--- src/rtl/time_sync_phc_wr_arb.sv ---
// PHC sync-write arbiter: captures per-interface sync timestamps into pending
// slots and issues one PHC time-set write per grant, with ack timeout.
module time_sync_phc_wr_arb #(
  parameter int IF_COUNT    = 2,
  parameter int TS_WIDTH    = 96,
  parameter int NS_LSB      = 16,
  parameter int NS_WIDTH    = 30,
  parameter int S_LSB       = 48,
  parameter int S_WIDTH     = 48,
  parameter int ARB_MODE    = 0,
  parameter int ACK_TIMEOUT = 1024
) (
  input  logic                         clk,
  input  logic                         rst,
  input  logic [IF_COUNT-1:0]          sync_wr_en,
  input  logic [IF_COUNT*TS_WIDTH-1:0] sync_wr_ts,
  output logic                         time_sync_wr_en,
  output logic [NS_WIDTH-1:0]          time_sync_wr_ns,
  output logic [S_WIDTH-1:0]           time_sync_wr_s,
  input  logic                         time_sync_wr_ack,
  output logic [IF_COUNT-1:0]          sync_pending,
  output logic [IF_COUNT-1:0]          sync_overrun,
  output logic                         sync_timeout,
  output logic                         busy
);

  localparam int IDX_W = (IF_COUNT > 1) ? $clog2(IF_COUNT) : 1;
  localparam int CNT_W = (ACK_TIMEOUT > 0) ? $clog2(ACK_TIMEOUT + 1) : 1;

  if (NS_LSB + NS_WIDTH > TS_WIDTH) begin : g_ns_range_err
    $error("ns field exceeds TS_WIDTH");
  end
  if (S_LSB + S_WIDTH > TS_WIDTH) begin : g_s_range_err
    $error("s field exceeds TS_WIDTH");
  end
  if (IF_COUNT < 1 || IF_COUNT > 16) begin : g_if_count_err
    $error("IF_COUNT must be 1..16");
  end

  typedef enum logic {
    IDLE     = 1'b0,
    WAIT_ACK = 1'b1
  } state_t;

  state_t              state, state_next;
  logic [NS_WIDTH-1:0] slot_ns [IF_COUNT];
  logic [S_WIDTH-1:0]  slot_s  [IF_COUNT];
  logic [IF_COUNT-1:0] pending;
  logic [IDX_W-1:0]    last_grant;
  logic [IDX_W-1:0]    winner;
  logic [IDX_W:0]      cand;
  logic                found;
  logic [CNT_W-1:0]    to_cnt, cnt_next;
  logic                grant;
  logic                to_fire;

  // Only the ns/s fields are consumed; the rest of each timestamp is don't-care.
  logic unused_ts;
  assign unused_ts = ^sync_wr_ts;

  assign sync_pending    = pending;
  assign time_sync_wr_en = (state == WAIT_ACK);
  assign busy            = (state == WAIT_ACK);

  // Winner selection: lowest index, or first pending after the last grant.
  always_comb begin
    // NOTE: every always_comb output gets a default first so no path infers a latch.
    winner = '0;
    cand   = '0;
    found  = 1'b0;
    if (ARB_MODE == 0) begin
      for (int i = IF_COUNT - 1; i >= 0; i--) begin
        if (pending[i]) winner = IDX_W'(i);
      end
    end else begin
      for (int k = 0; k < IF_COUNT; k++) begin
        cand = {1'b0, last_grant} + (IDX_W+1)'(k + 1);
        if (cand >= (IDX_W+1)'(IF_COUNT)) cand = cand - (IDX_W+1)'(IF_COUNT);
        if (!found && pending[cand[IDX_W-1:0]]) begin
          winner = cand[IDX_W-1:0];
          found  = 1'b1;
        end
      end
    end
  end

  always_comb begin
    state_next = state;
    grant      = 1'b0;
    to_fire    = 1'b0;
    cnt_next   = to_cnt;
    case (state)
      IDLE: begin
        if (|pending) begin
          grant      = 1'b1;
          cnt_next   = '0;
          state_next = WAIT_ACK;
        end
      end
      WAIT_ACK: begin
        cnt_next = to_cnt + CNT_W'(1);
        // Ack takes precedence over a timeout landing on the same edge.
        if (time_sync_wr_ack) begin
          state_next = IDLE;
        end else if (ACK_TIMEOUT != 0 && cnt_next == CNT_W'(ACK_TIMEOUT)) begin
          to_fire    = 1'b1;
          state_next = IDLE;
        end
      end
      default: state_next = IDLE;
    endcase
  end

  // NOTE: sequential state uses non-blocking assignments so every register
  // samples pre-edge values regardless of statement order.
  always_ff @(posedge clk) begin
    if (rst) begin
      state           <= IDLE;
      pending         <= '0;
      sync_overrun    <= '0;
      sync_timeout    <= 1'b0;
      last_grant      <= IDX_W'(IF_COUNT - 1);
      to_cnt          <= '0;
      time_sync_wr_ns <= '0;
      time_sync_wr_s  <= '0;
      // NOTE: the slot memory is reset so a stale timestamp can never be issued.
      for (int i = 0; i < IF_COUNT; i++) begin
        slot_ns[i] <= '0;
        slot_s[i]  <= '0;
      end
    end else begin
      state        <= state_next;
      to_cnt       <= cnt_next;
      sync_timeout <= to_fire;
      if (grant) begin
        time_sync_wr_ns <= slot_ns[winner];
        time_sync_wr_s  <= slot_s[winner];
        last_grant      <= winner;
      end
      for (int i = 0; i < IF_COUNT; i++) begin
        // A capture on the granting edge refills the slot after the old value is issued.
        if (sync_wr_en[i]) begin
          slot_ns[i] <= sync_wr_ts[i*TS_WIDTH + NS_LSB +: NS_WIDTH];
          slot_s[i]  <= sync_wr_ts[i*TS_WIDTH + S_LSB +: S_WIDTH];
          pending[i] <= 1'b1;
        end else if (grant && winner == IDX_W'(i)) begin
          pending[i] <= 1'b0;
        end
        sync_overrun[i] <= sync_wr_en[i] && pending[i] && !(grant && winner == IDX_W'(i));
      end
    end
  end

endmodule
--- config.mk ---
export PLATFORM = sky130hd
export DESIGN_NAME = time_sync_phc_wr_arb
export DESIGN_NICKNAME = d
export VERILOG_FILES = /design/src/rtl/time_sync_phc_wr_arb.sv
export SDC_FILE = /design/constraint.sdc
export NUM_CORES = 1
export LEC_CHECK = 0
export BUFFER_PORTS_ARGS = -buffer_cell sky130_fd_sc_hd__buf_2
export CAP_MARGIN = 25
export CORE_MARGIN = 2
export CORE_UTILIZATION = 50
export CTS_BUF_LIST = sky130_fd_sc_hd__clkbuf_16
export CTS_CLUSTER_DIAMETER = 120
export DETAILED_ROUTE_END_ITERATION = 7
export PLACE_DENSITY = 0.77
export SYNTH_ARGS = -nofsm -noshare
export SYNTH_HDL_FRONTEND = slang
export SYNTH_SLANG_ARGS = --single-unit
--- constraint.sdc ---
create_clock -name clk -period 7.2 [get_ports clk]
set_input_delay 1.08 -clock clk [delete_from_list [all_inputs] [get_ports clk]]
set_output_delay 1.08 -clock clk [all_outputs]
set_load 0.01 [all_outputs]
==> metrics.cfg <==
[clock_tree]
root_buffer=clkbuf_16
cts_resized=0
insertion_delay_ns=0.52
cts_buffer_depth=3
cts-hold-fix-buffers=0
cts_tree=done
htreeDepth=1
cts-buffers-inserted=27
cts_setup_buffers=0
clock-sinks=251
clk_pin_slew_ns=0.06

[worst_setup_path]
r2r_slack_ns=5.06
cp_max_fo=48
worstPathRequired_ns=7.35
setup.worst_path.end_class=flop
path_class=in -> reg
cp.arrival_ns=3.25
start_kind=input port

[hold_path]
hold_path.class=reg -> reg

[synthesis]
synthTopCellsByArea=edfxtp_1 47%, dfxtp_1 19%, and2_1 9.8%
avgSynthCellArea_um2=12.0
ys_seq_elements=251
synth_top_cell_by_area=edfxtp_1
synth_top_area_share_pct=46.6
ys_warn_count=0
yosys.cell_types.count=44
synth_edf_count=156
synth_flop_cell=edfxtp_1
syn_inst=838
ys_seq_area_share_pct=65.5
synth_fp_nets=1036
netlist_area_um2=10000
async_flop_share_pct=0

[cells_and_area]
synthToLayoutAreaGrowth_pct=22.1
fillCellCount=1575
final_area_um2=12300
final_common_cell=buf_2
mostFrequentLayoutCells=245 x buf_2, 157 x and2_1, 156 x edfxtp_1
drive_gt1_share_pct=28.5
final_net_count=1249

[sta]
setup_tns_ns=0
period_share_pct=43.0
tightest_slew_ns=1.03
finalSetupViolCount=0
timing.fmax_mhz=323
rsz0062_at_grt=false
finalCriticalPeriod_ns=3.09
holdWs_ns=0.497
timing.final.hold_violations=0
slew_viol_final=0
setup_ws_ns=4.11
slew_headroom_pct=31.3
finClkSkew_ns=0.00704

[drt]
drc=0
wl_mm=24.8
drtAntennaViolNets=0
drt_iter0_markers=525
firstDrtPassIters=4
vias=7459
wl_per_cell_um=18.5
viasPerCell=5.56

[power_and_ir_drop]
p_per_area_nw_per_um2=277
peakVddDrop_mv=0.189
leakagePower_uw=0.00499

[run]
maxCapViolations=0

[place]
gp_congestion=0.792
place_area_um2=11400
place_ws_ns=3.22
portBuffers=245
dp_hpwl_mm=14.8

[floorplan]
start_util_pct=51.3
pin_count=282
num_rows=51
die_area_um2=21200
die_x_um=146
coreArea_um2=19600
dieHeight_um=146

[grt]
grt_antenna_before_repair=4
grt_usage_pct=22.9
gr-total-overflow=0
grt_pass1_vias=7510
grt_first_pass_wirelength_mm=39.7
grt_max_degree=106

[status]
status=finished clean

[cell type report]
class	instances	area (um2)	area share (%)
Clock buffer	27	676	5.51
Inverter	5	20.0	0.163
Clock inverter	23	153	1.24
Sequential cell	251	6590	53.7
Antenna cell	5	12.5	0.102
Timing Repair Buffer	258	1350	11.0
Multi-Input combinational cell	508	3140	25.6
Tap cell	265	332	2.70
[cell families after synthesis]
| logic type | synth area share (%) |
|---|---|
| multiplexers | 0.0996 |
| AO/OA/AOI/OAI | 15.6 |
| AND/OR/NAND/NOR | 15.2 |
| adder cells (fa/ha/maj) | 0.124 |
| buffers and inverters | 3.39 |
| flip-flops | 65.5 |
[per-stage QoR]
step	power (uW)	std cells	utilization (%)
CTS	3420	1336	62.5
global placement	2120	1285	58.2
detailed placement	2140	1286	58.3
floorplan	1970	838	-
finish	3400	1342	62.6
global route	3540	1341	62.6
[cell usage after synthesis, types with 3 or more instances]
library cell / number
and2_1: 157
edfxtp_1: 156
dfxtp_1: 95
o22ai_1: 78
nor2_1: 60
clkbuf_1: 52
a211oi_1: 49
a21oi_1: 39
o221ai_1: 30
o21ai_0: 25
nand2b_1: 19
buf_2: 10
buf_1: 7
nand2_1: 6
a311oi_1: 5
nor3_1: 5
nand4_1: 4
buf_6: 3
inv_1: 3
nand3_1: 3
or3_1: 3
[worst paths after layout]
| check | from | to | cells after the start |
|---|---|---|---|
| setup / recovery | rst | slot_s[1][21] | 6 |
| hold / removal | time_sync_wr_ns[19] | time_sync_wr_ns[19] | 2 |
| setup reg to reg | busy | to_cnt[10] | 4 |
| hold reg to reg | time_sync_wr_ns[19] | time_sync_wr_ns[19] | 2 |
[per-layer routing]
metal | global-route usage (%) | up-vias | wire length, um
li1 | - | 3557 | -
met1 | 28.4 | 3560 | 9940
met2 | 39.0 | 273 | 12200
met3 | 4.70 | 69 | 1520
met4 | 10.2 | 0 | 1060
met5 | 0 | - | 0
[state kept, by name, indices dropped and copies added (netlist names)]
register and count:
slot_s 96, slot_ns 60, time_sync_wr_s 48, time_sync_wr_ns 30
to_cnt 11, sync_overrun 2, sync_pending 2, busy 1
sync_timeout 1
[power breakdown]
part / leakage [uW] / internal (uW) / total [uW] / switching [uW]
logic: 0.00209 / 162 / 381 / 219
clock network: 0.000455 / 748 / 1290 / 537
registers: 0.00245 / 1670 / 1730 / 60.4
total: 0.00499 / 2580 / 3400 / 816
[critical path: stages]
cell     delay [ns]
buf_2          0.07
buf_4          0.47
inv_2          0.21
buf_12         0.24
nand2_4        0.48
buf_4          0.61
No activity file was read; power rests on OpenSTA's default activity.
